### src/rtl/multicycle_controller_pkg.sv
//------------------------------------------------------------------------------
// Module      : multicycle_controller_pkg
// Description : Shared types, codes and decode helpers for the multicycle
//               RISC-V control unit.
// Revision    : 1.0 - initial release
//------------------------------------------------------------------------------
`default_nettype none

package multicycle_controller_pkg;

    typedef enum logic [3:0] {
        S_FETCH    = 4'd0,
        S_DECODE   = 4'd1,
        S_MEMADR   = 4'd2,
        S_MEMREAD  = 4'd3,
        S_MEMWB    = 4'd4,
        S_MEMWRITE = 4'd5,
        S_EXECUTER = 4'd6,
        S_EXECUTEI = 4'd7,
        S_ALUWB    = 4'd8,
        S_BEQ      = 4'd9,
        S_JAL      = 4'd10
    } state_t;

    localparam logic [1:0] c_ALUOP_ADD   = 2'b00;
    localparam logic [1:0] c_ALUOP_SUB   = 2'b01;
    localparam logic [1:0] c_ALUOP_FUNCT = 2'b10;

    localparam logic [2:0] c_ALU_ADD = 3'b000;
    localparam logic [2:0] c_ALU_SUB = 3'b001;
    localparam logic [2:0] c_ALU_AND = 3'b010;
    localparam logic [2:0] c_ALU_OR  = 3'b011;
    localparam logic [2:0] c_ALU_SLT = 3'b101;

    localparam logic [6:0] c_OP_LOAD   = 7'b0000011;
    localparam logic [6:0] c_OP_STORE  = 7'b0100011;
    localparam logic [6:0] c_OP_RTYPE  = 7'b0110011;
    localparam logic [6:0] c_OP_ITYPE  = 7'b0010011;
    localparam logic [6:0] c_OP_BRANCH = 7'b1100011;
    localparam logic [6:0] c_OP_JAL    = 7'b1101111;

    localparam logic [1:0] c_IMM_I = 2'b00;
    localparam logic [1:0] c_IMM_S = 2'b01;
    localparam logic [1:0] c_IMM_B = 2'b10;
    localparam logic [1:0] c_IMM_J = 2'b11;

    localparam logic [1:0] c_RES_ALUOUT = 2'b00;
    localparam logic [1:0] c_RES_DATA   = 2'b01;
    localparam logic [1:0] c_RES_ALURES = 2'b10;

    localparam logic [1:0] c_SRCA_PC    = 2'b00;
    localparam logic [1:0] c_SRCA_OLDPC = 2'b01;
    localparam logic [1:0] c_SRCA_REG   = 2'b10;

    localparam logic [1:0] c_SRCB_REG  = 2'b00;
    localparam logic [1:0] c_SRCB_IMM  = 2'b01;
    localparam logic [1:0] c_SRCB_FOUR = 2'b10;

    typedef struct packed {
        logic       pc_update;
        logic       branch;
        logic       adr_src;
        logic       mem_write;
        logic       ir_write;
        logic [1:0] result_src;
        logic [1:0] alu_src_a;
        logic [1:0] alu_src_b;
        logic [1:0] alu_op;
        logic       reg_write;
    } ctrl_t;

    // Moore output table; anything not set in a state stays zero.
    function automatic ctrl_t ctrl_for(input state_t s);
        ctrl_t c;
        c = '0;
        case (s)
            S_FETCH: begin
                c.ir_write   = 1'b1;
                c.alu_src_b  = c_SRCB_FOUR;
                c.result_src = c_RES_ALURES;
                c.pc_update  = 1'b1;
                c.alu_op     = c_ALUOP_ADD;
            end
            S_DECODE: begin
                c.alu_src_a = c_SRCA_OLDPC;
                c.alu_src_b = c_SRCB_IMM;
                c.alu_op    = c_ALUOP_ADD;
            end
            S_MEMADR: begin
                c.alu_src_a = c_SRCA_REG;
                c.alu_src_b = c_SRCB_IMM;
                c.alu_op    = c_ALUOP_ADD;
            end
            S_MEMREAD: begin
                c.adr_src    = 1'b1;
                c.result_src = c_RES_ALUOUT;
            end
            S_MEMWB: begin
                c.result_src = c_RES_DATA;
                c.reg_write  = 1'b1;
            end
            S_MEMWRITE: begin
                c.adr_src   = 1'b1;
                c.mem_write = 1'b1;
            end
            S_EXECUTER: begin
                c.alu_src_a = c_SRCA_REG;
                c.alu_src_b = c_SRCB_REG;
                c.alu_op    = c_ALUOP_FUNCT;
            end
            S_EXECUTEI: begin
                c.alu_src_a = c_SRCA_REG;
                c.alu_src_b = c_SRCB_IMM;
                c.alu_op    = c_ALUOP_FUNCT;
            end
            S_ALUWB: begin
                c.result_src = c_RES_ALUOUT;
                c.reg_write  = 1'b1;
            end
            S_BEQ: begin
                c.alu_src_a = c_SRCA_REG;
                c.alu_src_b = c_SRCB_REG;
                c.alu_op    = c_ALUOP_SUB;
                c.branch    = 1'b1;
            end
            S_JAL: begin
                c.alu_src_a = c_SRCA_OLDPC;
                c.alu_src_b = c_SRCB_FOUR;
                c.alu_op    = c_ALUOP_ADD;
                c.pc_update = 1'b1;
            end
            default: c = '0;
        endcase
        return c;
    endfunction

    function automatic logic [1:0] imm_src_for(input logic [6:0] op);
        case (op)
            c_OP_STORE:  return c_IMM_S;
            c_OP_BRANCH: return c_IMM_B;
            c_OP_JAL:    return c_IMM_J;
            default:     return c_IMM_I;
        endcase
    endfunction

endpackage

`default_nettype wire

### src/rtl/multicycle_controller_alu_decoder.sv
//------------------------------------------------------------------------------
// Module      : alu_decoder
// Description : Combinational ALUOp/funct3/funct7 to ALUControl decode.
// Revision    : 1.0 - initial release
//------------------------------------------------------------------------------
`default_nettype none

module alu_decoder
    import multicycle_controller_pkg::*;
(
    input  logic [1:0] i_alu_op,
    input  logic [2:0] i_funct3,
    input  logic       i_op_b5,
    input  logic       i_funct7b5,
    output logic [2:0] o_alu_control
);

    logic w_rtype_sub;

    // Only register-register ops carry a subtract in funct7; addi never does.
    assign w_rtype_sub = i_op_b5 & i_funct7b5;

    always_comb begin
        o_alu_control = c_ALU_ADD;
        case (i_alu_op)
            c_ALUOP_ADD: o_alu_control = c_ALU_ADD;
            c_ALUOP_SUB: o_alu_control = c_ALU_SUB;
            c_ALUOP_FUNCT: begin
                case (i_funct3)
                    3'b000:  o_alu_control = w_rtype_sub ? c_ALU_SUB : c_ALU_ADD;
                    3'b010:  o_alu_control = c_ALU_SLT;
                    3'b110:  o_alu_control = c_ALU_OR;
                    3'b111:  o_alu_control = c_ALU_AND;
                    default: o_alu_control = c_ALU_ADD;
                endcase
            end
            default: o_alu_control = c_ALU_ADD;
        endcase
    end

endmodule

`default_nettype wire

### src/rtl/multicycle_controller.sv
//------------------------------------------------------------------------------
// Module      : multicycle_controller
// Description : Moore FSM control unit for a multicycle RV32I subset.
// Revision    : 1.0 - initial release
//------------------------------------------------------------------------------
`default_nettype none

module multicycle_controller
    import multicycle_controller_pkg::*;
(
    input  logic       clk,
    input  logic       rst_n,
    input  logic [6:0] op,
    input  logic [2:0] funct3,
    input  logic       funct7b5,
    input  logic       Zero,
    output logic       PCWrite,
    output logic       AdrSrc,
    output logic       MemWrite,
    output logic       IRWrite,
    output logic [1:0] ResultSrc,
    output logic [1:0] ALUSrcA,
    output logic [1:0] ALUSrcB,
    output logic [2:0] ALUControl,
    output logic [1:0] ImmSrc,
    output logic       RegWrite,
    output logic [3:0] state_dbg
);

    state_t r_state;
    state_t w_next;
    ctrl_t  r_ctrl;

    always_comb begin
        w_next = S_FETCH;
        case (r_state)
            S_FETCH:  w_next = S_DECODE;
            S_DECODE: begin
                case (op)
                    c_OP_LOAD, c_OP_STORE: w_next = S_MEMADR;
                    c_OP_RTYPE:            w_next = S_EXECUTER;
                    c_OP_ITYPE:            w_next = S_EXECUTEI;
                    c_OP_BRANCH:           w_next = S_BEQ;
                    c_OP_JAL:              w_next = S_JAL;
                    default:               w_next = S_FETCH;
                endcase
            end
            S_MEMADR:   w_next = (op == c_OP_LOAD) ? S_MEMREAD : S_MEMWRITE;
            S_MEMREAD:  w_next = S_MEMWB;
            S_EXECUTER,
            S_EXECUTEI,
            S_JAL:      w_next = S_ALUWB;
            default:    w_next = S_FETCH;
        endcase
    end

    // Outputs are registered from the next state so they line up with r_state.
    always_ff @(posedge clk or negedge rst_n) begin
        if (!rst_n) begin
            r_state <= S_FETCH;
            r_ctrl  <= ctrl_for(S_FETCH);
        end else begin
            r_state <= w_next;
            r_ctrl  <= ctrl_for(w_next);
        end
    end

    alu_decoder u_alu_decoder (
        .i_alu_op      (r_ctrl.alu_op),
        .i_funct3      (funct3),
        .i_op_b5       (op[5]),
        .i_funct7b5    (funct7b5),
        .o_alu_control (ALUControl)
    );

    assign PCWrite   = r_ctrl.pc_update | (r_ctrl.branch & Zero);
    assign AdrSrc    = r_ctrl.adr_src;
    assign MemWrite  = r_ctrl.mem_write;
    assign IRWrite   = r_ctrl.ir_write;
    assign ResultSrc = r_ctrl.result_src;
    assign ALUSrcA   = r_ctrl.alu_src_a;
    assign ALUSrcB   = r_ctrl.alu_src_b;
    assign RegWrite  = r_ctrl.reg_write;
    assign ImmSrc    = imm_src_for(op);
    assign state_dbg = r_state;

endmodule

`default_nettype wire

### config.mk
export PLATFORM = sky130hd
export DESIGN_NAME = multicycle_controller
export DESIGN_NICKNAME = d
export VERILOG_FILES = /design/src/rtl/multicycle_controller_pkg.sv /design/src/rtl/multicycle_controller_alu_decoder.sv /design/src/rtl/multicycle_controller.sv
export SDC_FILE = /design/constraint.sdc
export NUM_CORES = 1
export LEC_CHECK = 0
export CAP_MARGIN = 20
export CORE_ASPECT_RATIO = 1.1
export CORE_MARGIN = 2
export CORE_UTILIZATION = 30
export CTS_CLUSTER_SIZE = 8
export DETAILED_ROUTE_END_ITERATION = 10
export PLACE_DENSITY = 0.6
export REMOVE_ABC_BUFFERS = 1
export SLEW_MARGIN = 20
export SYNTH_ARGS = -nofsm -noshare
export SYNTH_HDL_FRONTEND = slang
export SYNTH_SLANG_ARGS = --single-unit
### constraint.sdc
create_clock -name clk -period 3.15 [get_ports clk]
set_input_delay 0.63 -clock clk [delete_from_list [all_inputs] [get_ports clk]]
set_output_delay 0.63 -clock clk [all_outputs]
set_load 0.01 [all_outputs]
==> results.py, run 1 <==
metrics = {
    "logic_synthesis": {
        "netlist_area_um2": 971,
        "synth_cells": 94,
        "synth_flop_cell": "dfrtp_1",
        "avgSynthCellArea_um2": 10.3,
        "ys_types": 37,
        "synth-edff-count": 0,
        "yosysWarnings": 0,
        "ys_async_sr_fraction": 1.00,
        "ys_seq_area_frac": 0.442,
        "ys_ff_latch": 17,
    },
    "sta": {
        "slew_headroom": 0.518,
        "slew_viol_final": 0,
        "worst_pin_slew_ns": 0.721,
        "finalSetupViolations": 0,
        "fin_crit_ns": 2.97,
        "finalSetupTns_ns": 0,
        "hold_viol": 0,
        "skew_ns": 0.00324,
        "rsz0062_at_grt": "no",
        "fmax_mhz": 337,
        "period_share": 0.942,
    },
    "cells_and_area": {
        "regArea_um2": 429,
        "fin_util": 0.425,
        "fill_cells": 311,
        "multiInputGateArea_um2": 442,
        "final_cells": 157,
        "area.growth.synth_to_final_pct": 34.7,
        "antennaDiodeCount": 0,
        "nets": 140,
        "drive_gt1_frac": 0.122,
    },
    "global_route": {
        "grt_usage": 0.114,
        "grt_overflow": 0,
        "grt_pass1_wl_um": 3340,
        "grt_max_degree": 18,
        "grt_pass1_vias": 752,
        "antenna_found_initial": 0,
    },
    "placement": {
        "io_buffers": 33,
        "globalplace.congestion": 0.871,
        "dp_cells": 153,
        "hpwlAfterDp_um": 1550,
    },
    "clocking": {
        "cts_root_buf": "clkbuf_4",
        "ctsHoldBuffers": 0,
        "cts_inserted_buffers": 3,
        "clk_pin_slew_ns": 0.09,
        "tritoncts": "built",
        "cts_setup_buffers": 0,
        "clk_latency_ns": 0.28,
        "clock-sinks": 17,
        "clockBufferDepth": 2,
        "cts-resized-gates": 0,
        "htree_levels": 1,
    },
    "pwr": {
        "p_total_uw": 671,
        "ir_drop_mv": 0.394,
        "leakage_nw": 0.557,
        "power.density_nw_per_um2": 513,
    },
    "drt": {
        "wire_per_inst_um": 12.4,
        "wl_um": 1940,
        "first_iter_violations": 10,
        "ant_nets": 0,
        "highest_layer": "met4",
        "route.met3.wl_um": 96,
        "dr_total_vias": 773,
        "drt-pass1-iter-count": 4,
        "drc": 0,
        "met1Wirelength_um": 854,
        "viasPerCell": 4.92,
        "dr_wl_met2_um": 978,
    },
    "worst_setup_path": {
        "rrSetupSlack_ns": 1.28,
        "ff2ff_path_depth": 4,
        "cp-start-kind": "primary input",
        "arrival_ns": 2.34,
        "crit_required_ns": 2.52,
        "endpoint_kind": "output pin",
        "path_max_fanout": 5,
        "rr_endpoint": "ALUSrcB[0]",
        "reg2reg_from": "state_dbg[0]",
        "critPathKind": "primary input to output pin",
    },
    "floorplan": {
        "core_region_area_um2": 3070,
        "io_pins": 34,
        "die_h_um": 63.7,
        "start_util": 0.316,
        "die_w_um": 58.2,
        "die_area_um2": 3710,
        "rows": 21,
    },
    "hold_path": {
        "hold-path-cell-count": 3,
        "whs_endpoint": "RegWrite",
        "worstHoldPathType": "register to register",
        "holdCritStartpoint": "state_dbg[3]",
    },
    "status": {
        "status": "finished, final reports clean",
    },
    "job": {
        "maxCapViolCount": 0,
    },
}
[layout by cell type (no fill, tap or decap), types with 2 or more instances in the layout]
cell type        instances
a21oi_1                  3
buf_4                    2
clkbuf_4                 3
clkdlybuf4s50_1         33
dfrtp_1                 14
dfstp_2                  3
ha_1                     2
inv_1                    6
nand2_1                  7
nand3_1                  2
nor2_1                   9
nor3_1                   4
nor3b_1                  3
nor4b_1                  2
o21ai_0                  3
o21ai_1                  2
o31ai_1                  3
or2_1                    2
[cell families (layout without fill, tap and decap cells)]
logic type / after synthesis / count (layout) / synth area share
xor gates and xnor gates: 1 / 1 / 0.00902
adders and majority gates: 2 / 2 / 0.0258
and+or+nand+nor: 39 / 39 / 0.263
buffers and inverters: 16 / 45 / 0.103
AOI/OAI and AO/OA: 19 / 19 / 0.157
DFF: 17 / 17 / 0.442
[worst max path at each step]
| stage | from | to | slack, ns | cells past startpoint |
|---|---|---|---|---|
| after CTS | op[3] | ImmSrc[0] | 0.18 | 5 |
| final | op[3] | ImmSrc[0] | 0.18 | 5 |
| after floorplan | op[3] | ImmSrc[0] | 1.18 | 3 |
| after global routing | op[6] | ImmSrc[1] | 0.04 | 4 |
| after global placement | op[3] | ImmSrc[0] | 0.20 | 5 |
| after detailed placement | op[3] | ImmSrc[0] | 0.19 | 5 |
[report_power, final]
part | total [mW] | switching [mW] | internal [mW]
Combinational | 0.251 | 0.101 | 0.151
Clock | 0.113 | 0.0637 | 0.0491
Sequential | 0.306 | 0.0341 | 0.272
Total | 0.671 | 0.198 | 0.472
[cell type report]
class | instances | share of cell area
clock buffer | 4 | 0.0201
inverter | 6 | 0.0172
multi-input combinational | 61 | 0.338
sequential | 17 | 0.328
tap | 34 | 0.0325
timing repair buffer | 35 | 0.264
[flip-flops by register name, summed over array words and instances (netlist names)]
| register | count |
|---|---|
| AdrSrc | 1 |
| IRWrite | 1 |
| ALUSrcB | 2 |
| r_ctrl | 4 |
| RegWrite | 1 |
| ALUSrcA | 2 |
| MemWrite | 1 |
| ResultSrc | 1 |
| state_dbg | 4 |
[per-stage QoR]
step	hold slack, ns	setup slack, ns	area (µm²)
finish	0.673	0.182	1310
global route	0.767	0.0448	1310
CTS	0.675	0.177	1310
detailed placement	0.661	0.190	1280
global placement	0.652	0.197	1280
floorplan	0.334	1.18	893
[synthesized netlist by cell type, types with 3 or more instances]
| cell | n | area (µm²) |
|---|---|---|
| dfstp_2 | 3 | 78.8 |
| nor3b_1 | 3 | 22.5 |
| a21oi_1 | 3 | 15.0 |
| o21ai_0 | 3 | 15.0 |
| nor2_1 | 9 | 33.8 |
| nor3_1 | 4 | 20.0 |
| dfrtp_1 | 14 | 350 |
| nand2_1 | 7 | 26.3 |
| buf_4 | 6 | 45.0 |
| o31ai_1 | 3 | 22.5 |
| inv_1 | 6 | 22.5 |
[metal layers]
metal  up-vias  track usage
met4         0       0.0262
met2        23        0.199
met5         -            0
met3         2       0.0205
met1       361        0.144
li1        387            -
[worst max-delay path, cell delays in order]
cell and delay, ns:
clkdlybuf4s50_1 0.45, nand4bb_4 0.27, or2_1 0.29, a21oi_1 0.15, clkdlybuf4s50_1 0.56
(Power assumes the default switching activity.)
==> run 2, diff against run 1 <==
--- a/config.mk
+++ b/config.mk
@@ -8,10 +8,10 @@
 export CAP_MARGIN = 20
 export CORE_ASPECT_RATIO = 1.1
 export CORE_MARGIN = 2
-export CORE_UTILIZATION = 30
+export CORE_UTILIZATION = 47
 export CTS_CLUSTER_SIZE = 8
 export DETAILED_ROUTE_END_ITERATION = 10
-export PLACE_DENSITY = 0.6
+export PLACE_DENSITY = 0.86
 export REMOVE_ABC_BUFFERS = 1
 export SLEW_MARGIN = 20
 export SYNTH_ARGS = -nofsm -noshare
==> run 2 against run 1 <==
Compared with the run above: largest cell class unchanged; routed wire length down 0.93%; critical path type unchanged; critical path depth fell by 1; design area fell by 1.6%; total power rose by 0.37%; hold slack got worse by 0.0025 ns; clock power about the same; via count up 1.4%; sequential power about the same; global-route usage up 6.4 points; largest power group unchanged; maximum frequency is 0.86% lower; utilization grew 22 points.
==> results.py, run 2 (same netlist as run 1, synthesis figures left out) <==
metrics = {
    "drt": {
        "drt-pass1-iter-count": 4,
        "drc": 0,
        "first_iter_violations": 17,
        "wl_um": 1920,
        "ant_nets": 0,
        "wire_per_inst_um": 12.9,
        "viasPerCell": 5.26,
        "dr_total_vias": 784,
    },
    "global_route": {
        "met1_usage": 0.228,
        "grt_pass1_wl_um": 3080,
        "grt_overflow": 0,
        "grt_usage": 0.178,
        "grt_max_degree": 18,
        "use_met3": 0.0243,
        "grt_busiest_layer": "met2",
        "antenna_found_initial": 0,
        "use_met2": 0.275,
        "grt_pass1_vias": 715,
    },
    "clocking": {
        "cts-resized-gates": 0,
        "cts_setup_buffers": 0,
        "clk_pin_slew_ns": 0.10,
        "cts_root_buf": "clkbuf_4",
        "clock-sinks": 17,
        "ctsHoldBuffers": 0,
        "cts_inserted_buffers": 3,
        "tritoncts": "built",
        "clk_latency_ns": 0.29,
        "htree_levels": 1,
        "clockBufferDepth": 2,
    },
    "worst_setup_path": {
        "crit_required_ns": 2.52,
        "rrSetupSlack_ns": 1.21,
        "path_max_fanout": 9,
        "cp_slowest_cell": "clkdlybuf4s50_1",
        "reg2reg_from": "state_dbg[0]",
        "critPathKind": "primary input to output pin",
        "ff2ff_path_depth": 4,
        "cpMostUsedCell": "clkdlybuf4s50_1",
        "rr_endpoint": "ALUSrcB[0]",
        "endpoint_kind": "output pin",
        "crit_chain": "clkdlybuf4s50_1, nand3b_1, nor3_1, clkdlybuf4s50_1",
        "cp-start-kind": "primary input",
        "cpPeakStageDelay_ns": 0.66,
        "arrival_ns": 2.36,
    },
    "sta": {
        "finalSetupTns_ns": 0,
        "rsz0062_at_grt": "no",
        "fmax_mhz": 334,
        "hold_viol": 0,
        "finalSetupViolations": 0,
        "period_share": 0.950,
        "slew_viol_final": 0,
        "worst_pin_slew_ns": 0.725,
        "fin_crit_ns": 2.99,
        "skew_ns": 0.00534,
        "slew_headroom": 0.515,
    },
    "pwr": {
        "p_sw_frac": 0.304,
        "power.density_nw_per_um2": 523,
        "seq_power_share": 0.459,
        "ir_drop_mv": 0.275,
        "clock_power_share": 0.168,
        "power.internal_uw": 469,
        "p_sw_uw": 204,
        "leakage_nw": 0.550,
        "combPwrFrac": 0.372,
    },
    "floorplan": {
        "die_w_um": 47.3,
        "start_util": 0.491,
        "rows": 17,
        "io_pins": 34,
        "core_region_area_um2": 1980,
        "die_h_um": 51.7,
        "die_area_um2": 2450,
    },
    "cells_and_area": {
        "mostFrequentLayoutCell": "clkdlybuf4s50_1",
        "nets": 138,
        "fill_cells": 158,
        "multiInputGateArea_um2": 442,
        "antennaDiodeCount": 0,
        "area.growth.synth_to_final_pct": 32.5,
        "final_cells": 149,
        "final_cell_mix": "33 x clkdlybuf4s50_1, 14 x dfrtp_1, 9 x nor2_1, 7 x nand2_1, 6 x inv_1",
        "design_area_um2": 1290,
        "fin_util": 0.650,
        "drive_gt1_frac": 0.116,
        "regArea_um2": 429,
    },
    "hold_path": {
        "whs_endpoint": "RegWrite",
        "worstHoldPathType": "register to register",
        "holdCritStartpoint": "state_dbg[2]",
        "hold-path-cell-count": 3,
    },
    "placement": {
        "dp_cells": 145,
        "globalplace.congestion": 0.823,
        "io_buffers": 33,
        "placed_cell_area_um2": 1260,
        "hpwlAfterDp_um": 1480,
    },
    "status": {
        "status": "finished, final reports clean",
    },
    "job": {
        "maxCapViolCount": 0,
    },
}
==> run 2: power groups by stage <==
| stage | combinational [mW] | clock (mW) | sequential, mW |
|---|---|---|---|
| 2_1_floorplan | 0.0919 | 0 | 0.330 |
| 3_3_place_gp | 0.246 | 0 | 0.310 |
| 3_5_place_dp | 0.253 | 0 | 0.313 |
| 4_1_cts | 0.253 | 0.118 | 0.308 |
| 5_1_grt | 0.272 | 0.125 | 0.318 |
| 6_report | 0.251 | 0.113 | 0.309 |
==> run 2: critical path: cells and delay by family <==
kind	cells	cell delay (ns)
buffers and inverters	2	1.25
AND/OR/NAND/NOR	2	0.48
==> run 2: area by class of cell <==
cell class | count | area share
clock inverters | 1 | 0.00389
clock buffers | 3 | 0.0175
well taps | 28 | 0.0272
repair buffers | 33 | 0.257
flip-flops and latches | 17 | 0.334
multi-input cells | 61 | 0.343
inverters | 6 | 0.0175
==> run 2: routing by layer <==
metal / wire length [µm] / vias to the layer above
li1: - / 385
met3: 107 / 2
met5: 0 / -
met4: 12 / 0
met1: 829 / 366
met2: 972 / 31
==> run 2: worst max path at each step <==
| stage | from | endpoint | slack, ns | depth (start not counted) |
|---|---|---|---|---|
| after CTS | op[5] | ImmSrc[1] | 0.16 | 4 |
| final | op[5] | ImmSrc[1] | 0.16 | 4 |
| after floorplan | op[3] | ImmSrc[0] | 1.18 | 3 |
| after global placement | op[3] | ImmSrc[0] | 0.21 | 5 |
| after global routing | op[5] | ImmSrc[1] | 0.06 | 4 |
| after detailed placement | op[5] | ImmSrc[1] | 0.19 | 4 |
==> run 2: through the flow <==
| stage | hold WS, ns | total power [mW] | setup WS, ns |
|---|---|---|---|
| 3_3_place_gp | 0.637 | 0.556 | 0.212 |
| 3_5_place_dp | 0.658 | 0.566 | 0.187 |
| 4_1_cts | 0.670 | 0.680 | 0.165 |
| 5_1_grt | 0.747 | 0.715 | 0.0584 |
| 6_report | 0.671 | 0.673 | 0.157 |
| 2_1_floorplan | 0.334 | 0.422 | 1.18 |
